File: src/rtl/id_ex_stage_reg_if.sv
// Signal bundle between decode, write-back and the ID/EX pipeline register.
// The master modport drives the decode/write-back side; the slave modport is the stage itself.
interface id_ex_stage_reg_if #(
    parameter int DATA_W = 32,
    parameter int REG_AW = 5,
    parameter int CTRL_W = 16
);
    logic              id_valid;
    logic [REG_AW-1:0] id_rs;
    logic [REG_AW-1:0] id_rt;
    logic              id_rt_used;
    logic [REG_AW-1:0] id_rd;
    logic [DATA_W-1:0] id_rs_data;
    logic [DATA_W-1:0] id_rt_data;
    logic [DATA_W-1:0] id_imm;
    logic [CTRL_W-1:0] id_ctrl;
    logic              id_wb_en;
    logic              id_mem_read;

    logic              wb_en;
    logic [REG_AW-1:0] wb_addr;
    logic [DATA_W-1:0] wb_data;

    logic              stall;
    logic              flush;
    logic              load_use_stall;

    logic              ex_valid;
    logic              ex_wb_en;
    logic              ex_mem_read;
    logic [REG_AW-1:0] ex_rs;
    logic [REG_AW-1:0] ex_rt;
    logic [REG_AW-1:0] ex_rd;
    logic [DATA_W-1:0] ex_a;
    logic [DATA_W-1:0] ex_b;
    logic [DATA_W-1:0] ex_imm;
    logic [CTRL_W-1:0] ex_ctrl;

    modport master (
        output id_valid, id_rs, id_rt, id_rt_used, id_rd, id_rs_data, id_rt_data,
               id_imm, id_ctrl, id_wb_en, id_mem_read,
               wb_en, wb_addr, wb_data, stall, flush,
        input  load_use_stall, ex_valid, ex_wb_en, ex_mem_read, ex_rs, ex_rt, ex_rd,
               ex_a, ex_b, ex_imm, ex_ctrl
    );

    modport slave (
        input  id_valid, id_rs, id_rt, id_rt_used, id_rd, id_rs_data, id_rt_data,
               id_imm, id_ctrl, id_wb_en, id_mem_read,
               wb_en, wb_addr, wb_data, stall, flush,
        output load_use_stall, ex_valid, ex_wb_en, ex_mem_read, ex_rs, ex_rt, ex_rd,
               ex_a, ex_b, ex_imm, ex_ctrl
    );
endinterface

File: src/rtl/id_ex_stage_reg.sv
// Decode-to-execute pipeline register: write-back bypass on capture, operand patching while
// stalled, load-use hazard detection, bubble insertion and flush.
module id_ex_stage_reg #(
    parameter int DATA_W = 32,
    parameter int REG_AW = 5,
    parameter int CTRL_W = 16
) (
    input  logic               clock,
    input  logic               rst,
    id_ex_stage_reg_if.slave   io_bus
);

    typedef enum logic {
        ST_EMPTY = 1'b0,
        ST_VALID = 1'b1
    } state_t;

    localparam logic [REG_AW-1:0] ZERO_REG = '0;

    state_t            r_state;
    state_t            w_state_next;

    logic              r_wb_en;
    logic              r_mem_read;
    logic [REG_AW-1:0] r_rs;
    logic [REG_AW-1:0] r_rt;
    logic [REG_AW-1:0] r_rd;
    logic [DATA_W-1:0] r_a;
    logic [DATA_W-1:0] r_b;
    logic [DATA_W-1:0] r_imm;
    logic [CTRL_W-1:0] r_ctrl;

    logic              w_load_use;
    logic              w_capture;
    logic              w_patch_a;
    logic              w_patch_b;
    logic              w_wb_live;
    logic              w_rs_byp;
    logic              w_rt_byp;
    logic [DATA_W-1:0] w_a_in;
    logic [DATA_W-1:0] w_b_in;

    // A write to register 0 is architecturally void, so it never forwards.
    assign w_wb_live = io_bus.wb_en && (io_bus.wb_addr != ZERO_REG);

    // The register file samples wb_data on the same edge we do, so its read data is stale.
    assign w_rs_byp = w_wb_live && (io_bus.wb_addr == io_bus.id_rs);
    assign w_rt_byp = w_wb_live && (io_bus.wb_addr == io_bus.id_rt);

    always_comb begin
        w_a_in = io_bus.id_rs_data;
        w_b_in = io_bus.id_rt_data;
        if (io_bus.id_rs == ZERO_REG) begin
            w_a_in = '0;
        end else if (w_rs_byp) begin
            w_a_in = io_bus.wb_data;
        end
        if (io_bus.id_rt == ZERO_REG) begin
            w_b_in = '0;
        end else if (w_rt_byp) begin
            w_b_in = io_bus.wb_data;
        end
    end

    assign w_load_use = io_bus.id_valid && (r_state == ST_VALID) && r_mem_read &&
                        (r_rd != ZERO_REG) &&
                        ((r_rd == io_bus.id_rs) ||
                         (io_bus.id_rt_used && (r_rd == io_bus.id_rt)));

    always_comb begin
        // NOTE: every output of this block gets a default first, so no path can infer a latch.
        w_state_next = r_state;
        w_capture    = 1'b0;
        w_patch_a    = 1'b0;
        w_patch_b    = 1'b0;
        if (io_bus.flush) begin
            w_state_next = ST_EMPTY;
        end else if (io_bus.stall) begin
            w_patch_a = (r_state == ST_VALID) && w_wb_live && (io_bus.wb_addr == r_rs);
            w_patch_b = (r_state == ST_VALID) && w_wb_live && (io_bus.wb_addr == r_rt);
        end else if (w_load_use || !io_bus.id_valid) begin
            w_state_next = ST_EMPTY;
        end else begin
            w_state_next = ST_VALID;
            w_capture    = 1'b1;
        end
    end

    // NOTE: sequential state uses non-blocking assignments so every register samples pre-edge values.
    always_ff @(posedge clock or posedge rst) begin
        if (rst) begin
            r_state <= ST_EMPTY;
        end else begin
            r_state <= w_state_next;
        end
    end

    // The whole payload is reset, not just the valid bit, because every ex_* output must read 0.
    always_ff @(posedge clock or posedge rst) begin
        if (rst) begin
            r_wb_en    <= 1'b0;
            r_mem_read <= 1'b0;
            r_rs       <= '0;
            r_rt       <= '0;
            r_rd       <= '0;
            r_a        <= '0;
            r_b        <= '0;
            r_imm      <= '0;
            r_ctrl     <= '0;
        end else if (w_capture) begin
            r_wb_en    <= io_bus.id_wb_en;
            r_mem_read <= io_bus.id_mem_read;
            r_rs       <= io_bus.id_rs;
            r_rt       <= io_bus.id_rt;
            r_rd       <= io_bus.id_rd;
            r_a        <= w_a_in;
            r_b        <= w_b_in;
            r_imm      <= io_bus.id_imm;
            r_ctrl     <= io_bus.id_ctrl;
        end else begin
            if (w_state_next == ST_EMPTY) begin
                r_wb_en    <= 1'b0;
                r_mem_read <= 1'b0;
            end
            if (w_patch_a) begin
                r_a <= io_bus.wb_data;
            end
            if (w_patch_b) begin
                r_b <= io_bus.wb_data;
            end
        end
    end

    assign io_bus.load_use_stall = w_load_use;
    assign io_bus.ex_valid       = (r_state == ST_VALID);
    assign io_bus.ex_wb_en       = r_wb_en;
    assign io_bus.ex_mem_read    = r_mem_read;
    assign io_bus.ex_rs          = r_rs;
    assign io_bus.ex_rt          = r_rt;
    assign io_bus.ex_rd          = r_rd;
    assign io_bus.ex_a           = r_a;
    assign io_bus.ex_b           = r_b;
    assign io_bus.ex_imm         = r_imm;
    assign io_bus.ex_ctrl        = r_ctrl;

endmodule

File: src/flat_wrapper.sv
// flat-port wrapper written by rule: the top's interface ports become plain ports
module id_ex_stage_reg_flat 
#(
    parameter int DATA_W = 32,
    parameter int REG_AW = 5,
    parameter int CTRL_W = 16
)
  (clock, rst, io_bus_id_valid, io_bus_id_rs, io_bus_id_rt, io_bus_id_rt_used, io_bus_id_rd, io_bus_id_rs_data, io_bus_id_rt_data, io_bus_id_imm, io_bus_id_ctrl, io_bus_id_wb_en, io_bus_id_mem_read, io_bus_wb_en, io_bus_wb_addr, io_bus_wb_data, io_bus_stall, io_bus_flush, io_bus_load_use_stall, io_bus_ex_valid, io_bus_ex_wb_en, io_bus_ex_mem_read, io_bus_ex_rs, io_bus_ex_rt, io_bus_ex_rd, io_bus_ex_a, io_bus_ex_b, io_bus_ex_imm, io_bus_ex_ctrl);
  id_ex_stage_reg_if #(.DATA_W(DATA_W), .REG_AW(REG_AW), .CTRL_W(CTRL_W)) io_bus_i ();
  input  logic clock;
  input  logic rst;
  input wire logic [$bits(io_bus_i.id_valid)-1:0] io_bus_id_valid;
  input wire logic [$bits(io_bus_i.id_rs)-1:0] io_bus_id_rs;
  input wire logic [$bits(io_bus_i.id_rt)-1:0] io_bus_id_rt;
  input wire logic [$bits(io_bus_i.id_rt_used)-1:0] io_bus_id_rt_used;
  input wire logic [$bits(io_bus_i.id_rd)-1:0] io_bus_id_rd;
  input wire logic [$bits(io_bus_i.id_rs_data)-1:0] io_bus_id_rs_data;
  input wire logic [$bits(io_bus_i.id_rt_data)-1:0] io_bus_id_rt_data;
  input wire logic [$bits(io_bus_i.id_imm)-1:0] io_bus_id_imm;
  input wire logic [$bits(io_bus_i.id_ctrl)-1:0] io_bus_id_ctrl;
  input wire logic [$bits(io_bus_i.id_wb_en)-1:0] io_bus_id_wb_en;
  input wire logic [$bits(io_bus_i.id_mem_read)-1:0] io_bus_id_mem_read;
  input wire logic [$bits(io_bus_i.wb_en)-1:0] io_bus_wb_en;
  input wire logic [$bits(io_bus_i.wb_addr)-1:0] io_bus_wb_addr;
  input wire logic [$bits(io_bus_i.wb_data)-1:0] io_bus_wb_data;
  input wire logic [$bits(io_bus_i.stall)-1:0] io_bus_stall;
  input wire logic [$bits(io_bus_i.flush)-1:0] io_bus_flush;
  output wire logic [$bits(io_bus_i.load_use_stall)-1:0] io_bus_load_use_stall;
  output wire logic [$bits(io_bus_i.ex_valid)-1:0] io_bus_ex_valid;
  output wire logic [$bits(io_bus_i.ex_wb_en)-1:0] io_bus_ex_wb_en;
  output wire logic [$bits(io_bus_i.ex_mem_read)-1:0] io_bus_ex_mem_read;
  output wire logic [$bits(io_bus_i.ex_rs)-1:0] io_bus_ex_rs;
  output wire logic [$bits(io_bus_i.ex_rt)-1:0] io_bus_ex_rt;
  output wire logic [$bits(io_bus_i.ex_rd)-1:0] io_bus_ex_rd;
  output wire logic [$bits(io_bus_i.ex_a)-1:0] io_bus_ex_a;
  output wire logic [$bits(io_bus_i.ex_b)-1:0] io_bus_ex_b;
  output wire logic [$bits(io_bus_i.ex_imm)-1:0] io_bus_ex_imm;
  output wire logic [$bits(io_bus_i.ex_ctrl)-1:0] io_bus_ex_ctrl;
  assign io_bus_i.id_valid = io_bus_id_valid;
  assign io_bus_i.id_rs = io_bus_id_rs;
  assign io_bus_i.id_rt = io_bus_id_rt;
  assign io_bus_i.id_rt_used = io_bus_id_rt_used;
  assign io_bus_i.id_rd = io_bus_id_rd;
  assign io_bus_i.id_rs_data = io_bus_id_rs_data;
  assign io_bus_i.id_rt_data = io_bus_id_rt_data;
  assign io_bus_i.id_imm = io_bus_id_imm;
  assign io_bus_i.id_ctrl = io_bus_id_ctrl;
  assign io_bus_i.id_wb_en = io_bus_id_wb_en;
  assign io_bus_i.id_mem_read = io_bus_id_mem_read;
  assign io_bus_i.wb_en = io_bus_wb_en;
  assign io_bus_i.wb_addr = io_bus_wb_addr;
  assign io_bus_i.wb_data = io_bus_wb_data;
  assign io_bus_i.stall = io_bus_stall;
  assign io_bus_i.flush = io_bus_flush;
  assign io_bus_load_use_stall = io_bus_i.load_use_stall;
  assign io_bus_ex_valid = io_bus_i.ex_valid;
  assign io_bus_ex_wb_en = io_bus_i.ex_wb_en;
  assign io_bus_ex_mem_read = io_bus_i.ex_mem_read;
  assign io_bus_ex_rs = io_bus_i.ex_rs;
  assign io_bus_ex_rt = io_bus_i.ex_rt;
  assign io_bus_ex_rd = io_bus_i.ex_rd;
  assign io_bus_ex_a = io_bus_i.ex_a;
  assign io_bus_ex_b = io_bus_i.ex_b;
  assign io_bus_ex_imm = io_bus_i.ex_imm;
  assign io_bus_ex_ctrl = io_bus_i.ex_ctrl;
  id_ex_stage_reg #(.DATA_W(DATA_W), .REG_AW(REG_AW), .CTRL_W(CTRL_W)) u_core (.clock(clock), .rst(rst), .io_bus(io_bus_i));
endmodule
File: config.mk
export PLATFORM = sky130hd
export DESIGN_NAME = id_ex_stage_reg_flat
export DESIGN_NICKNAME = d
export VERILOG_FILES = /design/src/rtl/id_ex_stage_reg_if.sv /design/src/rtl/id_ex_stage_reg.sv /design/src/flat_wrapper.sv
export SDC_FILE = /design/constraint.sdc
export NUM_CORES = 1
export LEC_CHECK = 0
export CORE_MARGIN = 2
export CORE_UTILIZATION = 42
export DETAILED_ROUTE_END_ITERATION = 16
export GPL_TIMING_DRIVEN = 0
export PLACE_DENSITY = 0.81
export SETUP_SLACK_MARGIN = 0.15
export SYNTH_ARGS = -nofsm -noshare
export SYNTH_HDL_FRONTEND = slang
export SYNTH_SLANG_ARGS = --single-unit
File: constraint.sdc
create_clock -name clock -period 4.65 [get_ports clock]
set_input_delay 0.465 -clock clock [delete_from_list [all_inputs] [get_ports clock]]
set_output_delay 0.465 -clock clock [all_outputs]
set_load 0.01 [all_outputs]
======== Word level (Yosys, flattened, before mapping) ========
Cells that the tools add are included.
cells by class
  add/sub/neg operators ................... 0
  multiply operators ...................... 0
  div/mod/pow operators ................... 0
  order comparisons ....................... 0
  equal/unequal tests ..................... 7
  shift operators ......................... 0
  muxes and demuxes ....................... 20
  bitwise logic cells ..................... 0
  reductions and logical operators ........ 20
operators with widths
  kind                                           count
  two-way mux 32 bit                             8
  == test 5 bit                                  6
  two-way mux 1 bit                              12
  logical AND 1 bit                              11
  logical NOT 5 bit                              2
  nonzero test 5 bit                             2
  nonzero test 2 bit                             2
  logical OR 1 bit                               2
  inequality test 2 bit (second input constant)  1
  logical NOT 1 bit                              1
storage, ports and cells
  bits in registers ....................... 130
  bits in latches ......................... 0
  bits in writable memories ............... 0
  memory bits (read-only) ................. 0
  bits of input ports ..................... 173
  output and inout bits ................... 131
  logic and storage cells ................. 57
  memories kept ........................... 0

======== Logic depth before layout (Yosys ltp) ========
Gate-level depths: netlist of run 1.
  word-level depth ........................ 10
  gate-level depth with buffers ........... 8

======== Worst setup path after synthesis of run 1 ========
OpenSTA, ideal clock, no wires.
  path kind ............................... register to register
  start point ............................. register u_core.r_rd[2], in the netlist u_core.io_bus.ex_rd[2]
  end point ............................... register u_core.r_ctrl[15], in the netlist u_core.io_bus.ex_ctrl[15]
  library setup time ...................... 125 ps
  arrival ................................. 1990 ps
  path slack .............................. 2535 ps
  cell stages (with the launch flop) ...... 7
  buffers on the path ..................... 2
  cells stage by stage .................... dfrtp_1 or4_1 o2111ai_2 o21ba_4 buf_8 buf_12 mux2_4
on the way
  longest elaborated chain between the ends .. 8
  elaborated cells on any way between the ends .. 11
  classes of those cells .................. eq/ne: 2; mux: 3; reduce/logical: 6
ends and longest elaborated chain
  element                   RTL line                text
  start: declaration        id_ex_stage_reg.sv:27   logic [REG_AW-1:0] r_rd;
  start signal: assignment  id_ex_stage_reg.sv:115  r_rd <= io_bus.id_rd;
  == test 5 bit             id_ex_stage_reg.sv:68   (io_bus.id_rt_used && (r_rd == io_bus.id_rt)));
  logical AND 1 bit         id_ex_stage_reg.sv:68
  logical OR 1 bit          id_ex_stage_reg.sv:67   ((r_rd == io_bus.id_rs) ||
  logical AND 1 bit (*)     id_ex_stage_reg.sv:66   (r_rd != ZERO_REG) &&
  logical OR 1 bit (*)      id_ex_stage_reg.sv:81   end else if (w_load_use || !io_bus.id_valid) begin
  two-way mux 1 bit (*)     id_ex_stage_reg.sv:81
  two-way mux 1 bit (*)     id_ex_stage_reg.sv:78   end else if (io_bus.stall) begin
  two-way mux 1 bit (*)     id_ex_stage_reg.sv:76   if (io_bus.flush) begin
  end signal: assignment    id_ex_stage_reg.sv:119  r_ctrl <= io_bus.id_ctrl;
  end: declaration          id_ex_stage_reg.sv:31   logic [CTRL_W-1:0] r_ctrl;
Every way passes the cells marked *; elsewhere a longest branch is shown, timed or not.
A chain may end at the register's enable or synchronous reset.

======== Worst setup path in the final report of run 1 ========
  start point ............................. input port io_bus_id_rt[3]
  end point ............................... output port io_bus_load_use_stall
on the way
  longest elaborated chain between the ends .. 4
ends and longest elaborated chain
  element             RTL line               text
  start: declaration  flat_wrapper.sv:14     input wire logic [$bits(io_bus_i.id_rt)-1:0] io_bus_id_rt;
  == test 5 bit       id_ex_stage_reg.sv:68
  logical AND 1 bit   id_ex_stage_reg.sv:68
  logical OR 1 bit    id_ex_stage_reg.sv:67
  logical AND 1 bit   id_ex_stage_reg.sv:66
  end: declaration    flat_wrapper.sv:28     output wire logic [$bits(io_bus_i.load_use_stall)-1:0] io_bus_load_use_stall;
No other way between the ends.

==> results of run 1 <==
## per-layer routing
metal	wire [um]	share of wire (%)
met5	0	0
met4	360	1.8
met3	1510	7.4
met2	10500	51
met1	8120	40
## path summary, 6_finish.rpt
kind | end | slack [ps] | depth (start not counted)
worst max-delay path | io_bus_load_use_stall | 1750 | 6
worst min-delay path | u_core.io_bus.ex_imm[3]$_DFFE_PP0P_ | 430 | 2
worst max register to register | u_core.io_bus.ex_a[21]$_DFFE_PP0P_ | 2130 | 6
worst min register to register | u_core.io_bus.ex_ctrl[1]$_DFFE_PP0P_ | 510 | 1
max in group asynchronous | u_core.io_bus.ex_rt[1]$_DFFE_PP0P_ | 3420 | 3
min in group clock | u_core.io_bus.ex_ctrl[1]$_DFFE_PP0P_ | 510 | 1
## where the power goes
part / internal, mW / switching (mW) / total [mW]
Sequential: 1.33 / 0.137 / 1.47
Combinational: 0.690 / 0.414 / 1.10
Clock: 0.684 / 0.516 / 1.20
## cell type report
| type | instances | area share, % |
|---|---|---|
| Timing Repair Buffer | 299 | 28.9 |
| Inverter | 1 | 0.0842 |
| Buffer | 37 | 3.01 |
| Sequential cell | 130 | 31.3 |
| Clock inverter | 15 | 1.07 |
| Multi-Input combinational cell | 319 | 29.0 |
| Tap cell | 211 | 2.54 |
| Clock buffer | 17 | 4.09 |
## flip-flops by register name, summed over array words and instances, names as in the netlist
register,flops
u_core.io_bus.ex_rd,5
u_core.io_bus.ex_rt,5
u_core.io_bus.ex_imm,32
u_core.io_bus.ex_ctrl,16
u_core.io_bus.ex_rs,5
u_core.io_bus.ex_a,32
u_core.io_bus.ex_wb_en,1
u_core.io_bus.ex_valid,1
u_core.io_bus.ex_b,32
u_core.io_bus.ex_mem_read,1
## worst max-delay path: stages
cell	delay, ps
clkdlybuf4s50_1	510
xor2_1	190
nor4_1	310
a32oi_1	240
nor2_1	140
clkdlybuf4s50_1	570
## metrics by stage
stage                     setup WS, ps  std cells
final                             1750       1029
after detailed placement          1570        997
after floorplan                    716        487
after CTS                         1760       1029
after global placement           -1040        996
after global routing              1670       1029
## synthesized netlist by cell type
library cell / number
or2_2: 1
buf_6: 10
and3b_1: 1
inv_1: 1
or4_1: 1
xnor2_1: 17
nor3_2: 2
o2111ai_2: 1
mux2i_1: 128
xor2_1: 13
nor4_1: 1
buf_12: 3
a22o_1: 2
nand3_1: 6
o21ba_4: 1
mux2_4: 27
or4_4: 1
buf_4: 7
clkbuf_1: 6
dfrtp_1: 130
a21oi_1: 2
nor4_4: 2
buf_2: 10
a32oi_1: 1
o22ai_1: 64
nor3_1: 3
o21ai_1: 2
mux2_2: 36
nand2_1: 1
buf_8: 1
nor2_1: 5
o21ai_4: 1
## placed cells by master, fill, tap and decap left out, types with 3 or more instances in the layout
| cell | n |
|---|---|
| mux2i_1 | 128 |
| buf_6 | 10 |
| clkinv_2 | 5 |
| buf_2 | 10 |
| buf_12 | 3 |
| buf_4 | 7 |
| clkbuf_1 | 6 |
| dfrtp_1 | 130 |
| nand3_1 | 6 |
| mux2_2 | 36 |
| o22ai_1 | 64 |
| nor2_1 | 5 |
| inv_6 | 3 |
| xor2_1 | 13 |
| xnor2_1 | 17 |
| clkdlybuf4s50_1 | 298 |
| clkbuf_16 | 17 |
| mux2_4 | 27 |
| nor3_1 | 3 |
| clkinv_4 | 7 |
## kinds of logic after synthesis
group / Yosys count
buffers and inverters: 38
muxes: 191
xor gates and xnor gates: 30
DFF: 130
and+or+nand+nor: 24
AOI/OAI and AO/OA: 74
==> out/qor.csv, run 1 <==
stage,metric,value,unit
worst_hold_path,hold_class,input port to async pin,
critical_path,r2r-start,u_core.io_bus.ex_rd[3]$_DFFE_PP0P_,
floorplanning,fp.dieH,129,um
synth,syn_area_per_cell,13.5,um2
timing,min_period,2900,ps
placed_design,dp_hpwl,15.2,mm
floorplanning,die-area,0.0167,mm2
cells_and_area,multi_input_area,0.00302,mm2
synth,synth_compound_area_share,7.50,%
synth,synth_mux_area_share,31.8,%
grt,grt_util_met3,7.27,%
synth,yosys.area.top_type,dfrtp_1,
route,first_pass_iters,4,
route,via_per_inst,5.22,
clocking,numClockSinks,130,
synth,yosysWarnings,0,
cells_and_area,finalCoreUtilization,68.2,%
timing,slew_violations,0,
clocking,htree_levels,4,
timing,setup_violations,0,
synth,synthCells,487,
synth,synth_seq_cells,130,
grt,antenna_found_initial,0,
clocking,clk_latency,410,ps
clocking,clockBufferDepth,2,
grt,grt_use_met2,42.8,%
timing,worstMarginPinSlew,569,ps
synth,synth_nets,660,
critical_path,path_max_fanout,4,
route,routed_wl,20.5,mm
timing,slew_headroom,61.9,%
critical_path,crit_start,io_bus_id_rt[3],
floorplanning,fp-row-count,45,
route,post-route-drc-count,0,
power,power_density,363,mW/mm2
synth,synth_seq_area_share,49.4,%
critical_path,cp-end-kind,primary output,
cells_and_area,n_fill_cell,1085,
grt,grt_use_total,24.1,%
floorplanning,die_x,129,um
cells_and_area,regArea,0.00325,mm2
power,ir_worst_vdd,0.218,mV
clocking,clockRootBuffer,clkbuf_16,
synth,post_synth_main_area_contributors,"dfrtp_1 49%, mux2i_1 19%, mux2_2 6.2%",
timing,fmax,0.345,GHz
critical_path,path_class,input port to primary output,
clocking,cts_tree,yes,
grt,grt-ovfl-total,0,
clocking,cts_buffers,17,
route,routed-via-count,5368,
placed_design,dpl_cell_area,0.00987,mm2
clocking,cts_setup_buffers,0,
grt,grt_use_met1,27.9,%
synth,syn_area,0.00659,mm2
synth,synth_xor_area_share,3.99,%
cells_and_area,finalNetCount,978,
timing,worst_hold_slack,425,ps
power,p_leak,3.99,nW
floorplanning,coreArea,0.0153,mm2
clocking,cts-hold-fix-buffers,0,
critical_path,required,4180,ps
route,drt-initial-drc-count,209,
synth,synth_top_cell_area_share,49.4,%
cells_and_area,areaGrowthSynthToFinish,57.9,%
timing,rsz0062_at_grt,no,
route,final_antenna_net_count,0,
clocking,clk_pin_slew,60,ps
job,cap_violations,0,
floorplanning,start_util,43.2,%
synth,ys_types,32,
placed_design,portBuffers,298,
placed_design,gp_congestion,0.879,
grt,top_usage_layer,met2,
critical_path,worstSetupStartpointType,input port,
power,power,3.77,mW
synth,synth_top_family_by_area,multiplexers,
outcome,outcome,completed,
route,wl_per_cell,19.9,um
clocking,ctsResizeCount,0,
cells_and_area,stdcell_area,0.0104,mm2
grt,grt_pass1_vias,5725,
timing,setup_tns,0,ps
timing,fin_skew,6.46,ps
cells_and_area,diodes,0,
grt,grt_pass1_wl,30.7,mm
grt,grt_max_degree,91,
timing,period_share,62.3,%
synth,synth-adder-area-share,0,%
synth,yosys.area_share.simple,2.58,%
critical_path,cp_data_arrival_time,2430,ps
floorplanning,ios,304,
cells_and_area,drive_gt1_share,16.7,%
timing,final-hold-violation-count,0,
Power figures use the tool's default switching activity.
==> run 2, diff against run 1 <==
clock period = 2.7 ns   (was 4.65 ns; I/O delays follow)
==> run 2 against run 1 <==
Sequential share of layout area is 0.30 points lower; first-iteration DRC count increased by 17%; setup slack worse by 1500 ps; final area increased by 1.0%; non-clock buffer count rose by 5; utilization increased by 0.68 points; register-to-register slack worse by 1900 ps; hold slack worse by 120 ps; clock skew is essentially flat; highest routed layer unchanged.
==> out/qor.csv, run 2 (synthesis results as in run 1) <==
stage,metric,value,unit
route,wl_met2,10.8,mm
timing,fmax,0.402,GHz
power,p_seq_share,38.1,%
power,power_density,631,mW/mm2
cells_and_area,layout_common_cells,"297 x clkdlybuf4s50_1, 129 x dfrtp_1, 128 x mux2i_1",
route,first_pass_iters,4,
timing,period_share,92.1,%
floorplanning,die_x,129,um
timing,rsz0062_at_grt,no,
placed_design,dp_cells,999,
floorplanning,start_util,43.2,%
clocking,htree_levels,4,
route,via_per_inst,5.21,
outcome,outcome,completed,
clocking,clockBufferDepth,2,
timing,final-hold-violation-count,0,
clocking,numClockSinks,130,
placed_design,gp_congestion,0.809,
route,routed_wl,21.0,mm
clocking,clockRootBuffer,clkbuf_16,
cells_and_area,drive_gt1_share,18.0,%
cells_and_area,layout_commonest_cell,clkdlybuf4s50_1,
grt,grt_use_total,25.6,%
timing,min_period,2490,ps
placed_design,dpl_cell_area,0.00990,mm2
critical_path,path_class,register to register,
floorplanning,coreArea,0.0153,mm2
critical_path,required,2970,ps
power,p_int,4.82,mW
critical_path,cp_data_arrival_time,2750,ps
route,drt-initial-drc-count,244,
placed_design,dp_hpwl,15.9,mm
power,comb_power_share,29.3,%
route,maxUsedRoutingLayer,met4,
floorplanning,die-area,0.0167,mm2
cells_and_area,finalNonFillerCells,1034,
clocking,clk_pin_slew,60,ps
grt,grt_pass1_vias,5991,
cells_and_area,diodes,0,
placed_design,portBuffers,298,
route,wl_met1,7.92,mm
cells_and_area,finalNetCount,983,
cells_and_area,areaGrowthSynthToFinish,59.5,%
route,post-route-drc-count,0,
timing,setup_tns,0,ps
route,met3_length,1.68,mm
critical_path,path_max_fanout,10,
floorplanning,fp-row-count,45,
job,cap_violations,0,
route,final_antenna_net_count,0,
power,p_sw,1.81,mW
power,p_leak,4.06,nW
floorplanning,fp.dieH,129,um
critical_path,path_cells,xor2_1 > nor4_2 > a32oi_2 > buf_4 > o21ai_2 > clkbuf_1 > o22ai_1,
critical_path,slowest_stage,dfrtp_1,
grt,grt-ovfl-total,0,
clocking,cts_buffers,17,
critical_path,crit_buf_inv,2,
cells_and_area,stdcell_area,0.0105,mm2
timing,slew_headroom,55.8,%
critical_path,critPathTopFamily,compound AO/OA/AOI/OAI gates,
timing,slew_violations,0,
critical_path,slowest_delay,460,ps
power,pwr-share-clk,32.6,%
timing,fin_skew,6.12,ps
clocking,cts_tree,yes,
power,switching_share,27.2,%
grt,grt_max_degree,42,
power,ir_worst_vdd,0.428,mV
worst_hold_path,hold_class,input port to async pin,
timing,setup_violations,0,
clocking,clk_latency,410,ps
critical_path,r2r_slack,210,ps
grt,grt_pass1_wl,32.5,mm
timing,worstMarginPinSlew,660,ps
critical_path,worstSetupStartpointType,register,
route,routed-via-count,5391,
critical_path,cp-end-kind,register,
route,wl_per_cell,20.3,um
floorplanning,ios,304,
grt,antenna_found_initial,0,
==> run 2: cell count changes in the layout (fill, tap and decap cells not counted), sizes merged <==
cell / before / now
bufinv: 0 / 1
clkinvlp: 1 / 3
clkbuf: 23 / 28
clkdlybuf4s50: 298 / 297
buf: 32 / 37
inv: 3 / 0
dlymetal6s2s: 0 / 1
clkinv: 12 / 7
==> run 2: final timing paths <==
check	endpoint	startpoint	depth (start not counted)
setup / recovery	u_core.io_bus.ex_a[24]$_DFFE_PP0P_	u_core.io_bus.ex_rd[1]$_DFFE_PP0P_	7
hold / removal	u_core.io_bus.ex_rs[4]$_DFFE_PP0P_	rst	2
setup reg to reg	u_core.io_bus.ex_a[24]$_DFFE_PP0P_	u_core.io_bus.ex_rd[1]$_DFFE_PP0P_	7
hold reg to reg	u_core.io_bus.ex_imm[22]$_DFFE_PP0P_	u_core.io_bus.ex_imm[22]$_DFFE_PP0P_	1
max in group asynchronous	u_core.io_bus.ex_b[27]$_DFFE_PP0P_	rst	4
min in group clock	u_core.io_bus.ex_mem_read$_DFFE_PP0P_	io_bus_id_mem_read	2
==> run 2: final cells by class <==
| type | count | area (um2) |
|---|---|---|
| tap | 211 | 264 |
| clock buffer | 22 | 474 |
| timing repair buffer | 304 | 3070 |
| fill | 1093 | 4750 |
| buffer | 37 | 317 |
| clock inverter | 10 | 83.8 |
| sequential | 130 | 3250 |
| inverter | 1 | 7.51 |
| multi-input combinational | 319 | 3040 |
==> run 2: power by group through the flow <==
stage	logic [mW]	clock network [mW]	registers [mW]
2_1_floorplan	0.610	0	2.68
3_3_place_gp	1.88	0	2.54
3_5_place_dp	1.93	0	2.55
4_1_cts	1.95	2.20	2.53
5_1_grt	2.07	2.31	2.57
6_report	1.94	2.16	2.53
==> run 2: through the flow <==
step / util, % / power [mW] / hold WS (ps) / setup WS [ps]
3_5_place_dp: 64.9 / 4.48 / 491 / -212
3_3_place_gp: 64.5 / 4.41 / 490 / -316
5_1_grt: 68.9 / 6.94 / 350 / 115
4_1_cts: 68.6 / 6.68 / 309 / 143
2_1_floorplan: - / 3.29 / 410 / 585
6_report: 68.9 / 6.63 / 301 / 212
==> run 2: what timing repair did <==
item                                    4_1_cts  5_1_grt
buffers inserted                              2        1
gates resized for setup                       0       12
cloned                                        0        0
pin swaps                                     2        1
endpoints found under the setup margin       11       61
hold buffers                                  0        0
==> run 2: routing by layer <==
layer | GRT usage [%] | vias up
met2 | 44.7 | 246
li1 | - | 2464
met1 | 28.5 | 2634
met4 | 10.7 | 0
met3 | 8.79 | 47
met5 | 0 | -
